### src/rtl/fxp_pkg.sv
// Shared fixed-point definitions: default formats, saturation bounds,
// rounding constant and the MAC FSM state type.
package fxp_pkg;

  localparam int FXP_N_DEF = 8;
  localparam int FXP_F_DEF = 7;

  typedef enum logic [0:0] {
    ST_ACCUM = 1'b0,
    ST_HOLD  = 1'b1
  } fxp_state_e;

  // Largest representable value of an n-bit signed result: 2^(n-1)-1
  function automatic longint fxp_sat_max(input int n);
    return (64'sd1 <<< (n - 1)) - 64'sd1;
  endfunction

  // Smallest representable value of an n-bit signed result: -2^(n-1)
  function automatic longint fxp_sat_min(input int n);
    return -(64'sd1 <<< (n - 1));
  endfunction

  // Round-half-up constant for dropping f fractional bits: 2^(f-1)
  function automatic longint fxp_round_const(input int f);
    if (f > 0) begin
      return 64'sd1 <<< (f - 1);
    end else begin
      return 64'sd0;
    end
  endfunction

endpackage

### src/rtl/fxp_requant.sv
// Combinational requantizer: round a wide accumulator by dropping F
// fractional bits, then saturate into an N-bit signed result.
module fxp_requant
  import fxp_pkg::*;
#(
  parameter int ACC_W = 19,
  parameter int N     = FXP_N_DEF,
  parameter int F     = FXP_F_DEF
) (
  input  logic signed [ACC_W-1:0] acc_i,
  output logic signed [N-1:0]     y_o,
  output logic                    sat_o
);

  // One extra bit of headroom so adding the rounding constant cannot wrap
  localparam logic signed [ACC_W:0] RND_C = (ACC_W+1)'(fxp_round_const(F));
  localparam logic signed [ACC_W:0] MAX_C = (ACC_W+1)'(fxp_sat_max(N));
  localparam logic signed [ACC_W:0] MIN_C = (ACC_W+1)'(fxp_sat_min(N));

  logic signed [ACC_W:0] ext_s;
  logic signed [ACC_W:0] q_s;

  assign ext_s = $signed({acc_i[ACC_W-1], acc_i}) + RND_C;
  assign q_s   = ext_s >>> F;

  // Clip the rounded value into the output range and flag any clipping
  always_comb begin
    y_o   = q_s[N-1:0];
    sat_o = 1'b0;
    if (q_s > MAX_C) begin
      y_o   = MAX_C[N-1:0];
      sat_o = 1'b1;
    end else if (q_s < MIN_C) begin
      y_o   = MIN_C[N-1:0];
      sat_o = 1'b1;
    end else begin
      y_o   = q_s[N-1:0];
      sat_o = 1'b0;
    end
  end

endmodule

### src/rtl/fxp_mac_acc.sv
// Fixed-point dot-product MAC: accumulates LEN full-precision products,
// then presents one rounded, saturated N-bit result with a valid/ready
// handshake. Optional saturation flag output: FXP_MAC_SAT_FLAG_EN.
module fxp_mac_acc
  import fxp_pkg::*;
#(
  parameter int N   = FXP_N_DEF,
  parameter int F   = FXP_F_DEF,
  parameter int LEN = 16
) (
  input  logic                clk,
  input  logic                rst_n,
  input  logic                in_valid,
  output logic                in_ready,
  input  logic signed [N-1:0] in_a,
  input  logic signed [N-1:0] in_b,
  output logic                out_valid,
  input  logic                out_ready,
`ifdef FXP_MAC_SAT_FLAG_EN
  output logic                out_sat,
`endif
  output logic signed [N-1:0] out_y
);

  // Sized so that LEN worst-case products can never overflow the sum
  localparam int ACC_W = 2 * N + $clog2(LEN) + 1;
  localparam int CNT_W = (LEN > 1) ? $clog2(LEN) : 1;
  localparam logic [CNT_W-1:0] CNT_LAST = CNT_W'(LEN - 1);

  fxp_state_e              state_q, state_d;
  logic signed [ACC_W-1:0] acc_q, acc_d;
  logic [CNT_W-1:0]        cnt_q, cnt_d;
  logic signed [N-1:0]     y_q, y_d;

  logic signed [2*N-1:0]   prod_s;
  logic signed [ACC_W-1:0] acc_sum_s;
  logic signed [N-1:0]     req_y_s;
  logic                    beat_s;

`ifdef FXP_MAC_SAT_FLAG_EN
  logic sat_q, sat_d;
  logic req_sat_s;
`else
  logic req_sat_unused_s;
`endif

  assign prod_s    = in_a * in_b;
  assign acc_sum_s = acc_q + ACC_W'(prod_s);
  assign beat_s    = in_valid && (state_q == ST_ACCUM);

  // The requantizer sees the sum including the current beat's product
  fxp_requant #(
    .ACC_W (ACC_W),
    .N     (N),
    .F     (F)
  ) u_requant (
    .acc_i (acc_sum_s),
    .y_o   (req_y_s),
`ifdef FXP_MAC_SAT_FLAG_EN
    .sat_o (req_sat_s)
`else
    .sat_o (req_sat_unused_s)
`endif
  );

  // Next-state logic: accumulate in ACCUM, capture result on the last beat,
  // release and clear the accumulator on the result handshake
  always_comb begin
    state_d = state_q;
    acc_d   = acc_q;
    cnt_d   = cnt_q;
    y_d     = y_q;
`ifdef FXP_MAC_SAT_FLAG_EN
    sat_d   = sat_q;
`endif
    case (state_q)
      ST_ACCUM: begin
        if (beat_s) begin
          acc_d = acc_sum_s;
          if (cnt_q == CNT_LAST) begin
            cnt_d   = {CNT_W{1'b0}};
            state_d = ST_HOLD;
            y_d     = req_y_s;
`ifdef FXP_MAC_SAT_FLAG_EN
            sat_d   = req_sat_s;
`endif
          end else begin
            cnt_d = cnt_q + CNT_W'(1);
          end
        end else begin
          acc_d = acc_q;
        end
      end
      ST_HOLD: begin
        if (out_ready) begin
          acc_d   = {ACC_W{1'b0}};
          state_d = ST_ACCUM;
        end else begin
          state_d = ST_HOLD;
        end
      end
      default: begin
        state_d = ST_ACCUM;
        acc_d   = {ACC_W{1'b0}};
        cnt_d   = {CNT_W{1'b0}};
      end
    endcase
  end

  // State, accumulator, beat counter and result registers
  always_ff @(posedge clk or negedge rst_n) begin
    if (!rst_n) begin
      state_q <= ST_ACCUM;
      acc_q   <= {ACC_W{1'b0}};
      cnt_q   <= {CNT_W{1'b0}};
      y_q     <= {N{1'b0}};
`ifdef FXP_MAC_SAT_FLAG_EN
      sat_q   <= 1'b0;
`endif
    end else begin
      state_q <= state_d;
      acc_q   <= acc_d;
      cnt_q   <= cnt_d;
      y_q     <= y_d;
`ifdef FXP_MAC_SAT_FLAG_EN
      sat_q   <= sat_d;
`endif
    end
  end

  assign in_ready  = (state_q == ST_ACCUM);
  assign out_valid = (state_q == ST_HOLD);
  assign out_y     = y_q;
`ifdef FXP_MAC_SAT_FLAG_EN
  assign out_sat   = sat_q;
`endif

endmodule

### config.mk
export PLATFORM = sky130hd
export DESIGN_NAME = fxp_mac_acc
export DESIGN_NICKNAME = d
export VERILOG_FILES = /design/src/rtl/fxp_pkg.sv /design/src/rtl/fxp_requant.sv /design/src/rtl/fxp_mac_acc.sv
export SDC_FILE = /design/constraint.sdc
export NUM_CORES = 1
export LEC_CHECK = 0
export CORE_MARGIN = 4
export CORE_UTILIZATION = 35
export CTS_CLUSTER_SIZE = 40
export DETAILED_ROUTE_END_ITERATION = 12
export PLACE_DENSITY = 0.57
export SETUP_SLACK_MARGIN = 0.3
export SLEW_MARGIN = 20
export SYNTH_ARGS = -nofsm -noshare
export SYNTH_HDL_FRONTEND = slang
export SYNTH_SLANG_ARGS = --single-unit
export TNS_END_PERCENT = 1
### constraint.sdc
create_clock -name clk -period 9.7 [get_ports clk]
set_input_delay 1.94 -clock clk [delete_from_list [all_inputs] [get_ports clk]]
set_output_delay 1.94 -clock clk [all_outputs]
set_load 0.1 [all_outputs]
==> results of run 1 <==
[cells by family (layout without fill, tap and decap cells)]
group           after synthesis  after routing  synth area share [%]
buf+inv                      95            127                 6.716
fa+ha+maj                   142            142                 45.83
xor+xnor                     33             33                 5.926
flops                        34             34                 15.80
simple gates                130            130                 12.94
mux                           2              2                0.3951
compound gates               86             86                 12.39
[layer usage]
metal	GRT usage (%)	vias to the layer above
li1	-	1773
met1	19.23	1916
met2	25.06	46
met3	1.756	4
met4	1.400	0
met5	0	-
[flip-flops by register name (all words and copies together) (netlist names)]
register / flops
acc_q: 21
cnt_q: 4
out_valid: 1
out_y: 8
[synthesized netlist by cell type, types with 2 or more instances]
| cell | instances |
|---|---|
| a221o_1 | 7 |
| nand3_1 | 7 |
| inv_1 | 85 |
| or3_1 | 2 |
| nor3b_1 | 2 |
| ha_1 | 50 |
| xor2_2 | 2 |
| a31oi_1 | 5 |
| clkbuf_1 | 7 |
| a21o_1 | 4 |
| nand4_1 | 3 |
| dfrtp_1 | 34 |
| xor2_1 | 6 |
| nor2_1 | 17 |
| nand2_1 | 41 |
| nor4_2 | 2 |
| nand2b_1 | 3 |
| xnor2_1 | 23 |
| nand3b_1 | 3 |
| nor3_1 | 3 |
| a22o_1 | 16 |
| xnor2_2 | 2 |
| o211ai_2 | 2 |
| fa_1 | 92 |
| nor2b_1 | 3 |
| o21ai_0 | 17 |
| o21ai_2 | 3 |
| a211oi_2 | 2 |
| o21a_1 | 3 |
| and2_1 | 36 |
| a21oi_1 | 11 |
[cell type report]
type / count / area [um2]
fill: 1508 / 9099
sequential: 34 / 850.8
multi-input combinational: 393 / 4172
timing repair buffer: 33 / 320.3
tap: 188 / 235.2
clock buffer: 5 / 125.1
clock inverter: 3 / 21.27
inverter: 86 / 322.8
[through the flow]
step	hold WS (ns)	instance area [um2]
3_5_place_dp	0.4770	5901
4_1_cts	0.4904	6047
2_1_floorplan	0.4498	5384
5_1_grt	0.5087	6047
6_report	0.4811	6047
3_3_place_gp	0.4661	5901
[worst min-delay path: stages (launching register included)]
cell,delay (ns)
dfrtp_1,0.34
nand2_1,0.05
o21ai_0,0.06
[how the worst max path moves through the flow]
| stage | endpoint | startpoint | slack, ns | cells after the start |
|---|---|---|---|---|
| 6_report | out_y[3] | in_b[0] | 1.18 | 23 |
| 2_1_floorplan | out_y[0] | in_b[1] | 2.05 | 18 |
| 3_5_place_dp | out_y[3] | in_b[0] | 0.94 | 23 |
| 3_3_place_gp | out_y[1] | in_b[0] | 1.11 | 23 |
| 4_1_cts | out_y[3] | in_b[0] | 1.22 | 23 |
| 5_1_grt | out_y[3] | in_b[0] | 0.67 | 23 |
==> results.yml, run 1 <==
sta:
  setup_viol: 0
  slew_violations: 0
  rsz0062_at_grt: "false"
  hold_violations: 0
  fin_crit_ns: 8.516
  max_clock_freq_mhz: 117.4
  post-route-period-util_pct: 87.79
  skew_ns: 0.003168
  setup_slack_ns: 1.184
  max_slew_margin_pct: 35.14
  setup_tns_ns: 0
  worst_pin_slew_ns: 0.9698
clock_tree:
  clockBufferDepth: 2
  insertion_delay_ns: 0.28
  cts.sinks: 34
  clk_pin_slew_ns: 0.06
  cts_buffers: 5
  cts_root_buffer: "clkbuf_16"
  ctsResizeCount: 0
  ctsHoldBuffers: 0
  cts_tree: "done"
  htreeDepth: 2
  postCtsSetupBuffers: 0
global_route:
  grt_pass1_wl_mm: 20.90
  grt_max_degree: 35
  grt_pass1_vias: 4212
  grt_overflow: 0
  grt_usage_pct: 14.13
  antenna_found_initial: 0
synthesis:
  syn_avg_cell_area_um2: 10.31
  synth-edff-count: 0
  synthCells: 522
  synth_ff_type: "dfrtp_1"
  async_flop_share_pct: 100.0
  synth_warnings: 0
  synth.distinct_cells: 60
  synthTopCellsByArea: "fa_1, dfrtp_1, ha_1, inv_1, and2_1"
  netlist_area_um2: 5384
  synth_seq_cells: 34
  yosysSeqAreaShare_pct: 15.80
  yosysTopAreaCell: "fa_1"
  postSynthNetCount: 684
  synth_top_area_share_pct: 34.21
worst_setup_path:
  worstSetupPathType: "primary input to flip-flop"
  cp.buffers_inverters: 5
  path_max_fanout: 14
  rr_startpoint: "acc_q[6]"
  rrSetupSlack_ns: 3.63
  crit_slowest_cell: "clkdlybuf4s50_1"
  critPathMaxStageDelay_ns: 0.64
  start_kind: "primary input"
  crit_path_frequent_cell: "fa_1"
  rr_worst_depth: 22
  cp.arrival_ns: 8.67
  crit_required_ns: 9.86
  r2r-end: "out_y[3]"
  worstPathCellList: "clkdlybuf4s50_1 > and2_1 > buf_4 > inv_1 > fa_1 > inv_1 > fa_1 > fa_1 > fa_1 > fa_1 > ha_1 > inv_1 > o21ai_0 > nor2b_1 > ha_1 > nand2_1 > mux2i_1 > nand4_2 > nor4b_2 > nand3_1 > a31oi_1 > a211oi_2 > a221o_1"
  crit_path_end_kind: "flip-flop"
  cp_top_family: "adder cells"
min_path:
  whs_endpoint: "acc_q[6]"
  hp-class: "flip-flop to flip-flop"
  whs_path_depth: 2
  hp-start: "acc_q[6]"
drt:
  wirelength_mm: 11.30
  wl_met3_um: 264
  wl_per_cell_um: 15.23
  dr.first_iter.drc_count: 184
  top_layer_used: "met4"
  vias: 3739
  viasPerCell: 5.039
  met1_length_mm: 5.122
  wl_met2_mm: 5.878
  drc: 0
  ant_nets: 0
  drt_pre_antenna_iters: 4
floorplanning:
  fp-row-count: 45
  top_level_ports: 30
  dieWidth_um: 132.0
  chipHeight_um: 132.0
  core_area_um2: 15150
  start_util_pct: 35.55
  die-area_um2: 17430
layout:
  final_core_util_pct: 39.93
  syn_to_final_growth_pct: 12.32
  final_cells: 742
  fin_nets: 715
  drive_gt1_share_pct: 5.776
  final_common_cell: "fa_1"
  final_cell_mix: "fa_1, inv_1, ha_1"
  diodes: 0
job:
  drv_cap: 0
outcome:
  status: "completed"
placement:
  io_buffers: 29
  post-dp-hpwl_mm: 9.720
  place_congestion: 0.8675
  dpl_worst_slack_ns: 0.9370
  post-place-cells: 734
Power of run 1 is not shown: default switching activity piles up to over one toggle a cycle in this logic, so the estimate is an artifact.
==> inputs of run 2 (changes only) <==
Settings changed: SLEW_MARGIN 20 to 0.
==> results of run 2 <==
The final DEF is identical to that of run 1; final timing and power are the same.
Power of run 2 is left out for the same reason.
==> inputs of run 3 (changes only) <==
Settings changed: CTS_CLUSTER_SIZE 40 to not set.
==> results of run 3 <==
The final DEF is identical to that of run 1; final timing and power are the same.
Power of run 3 is left out for the same reason.
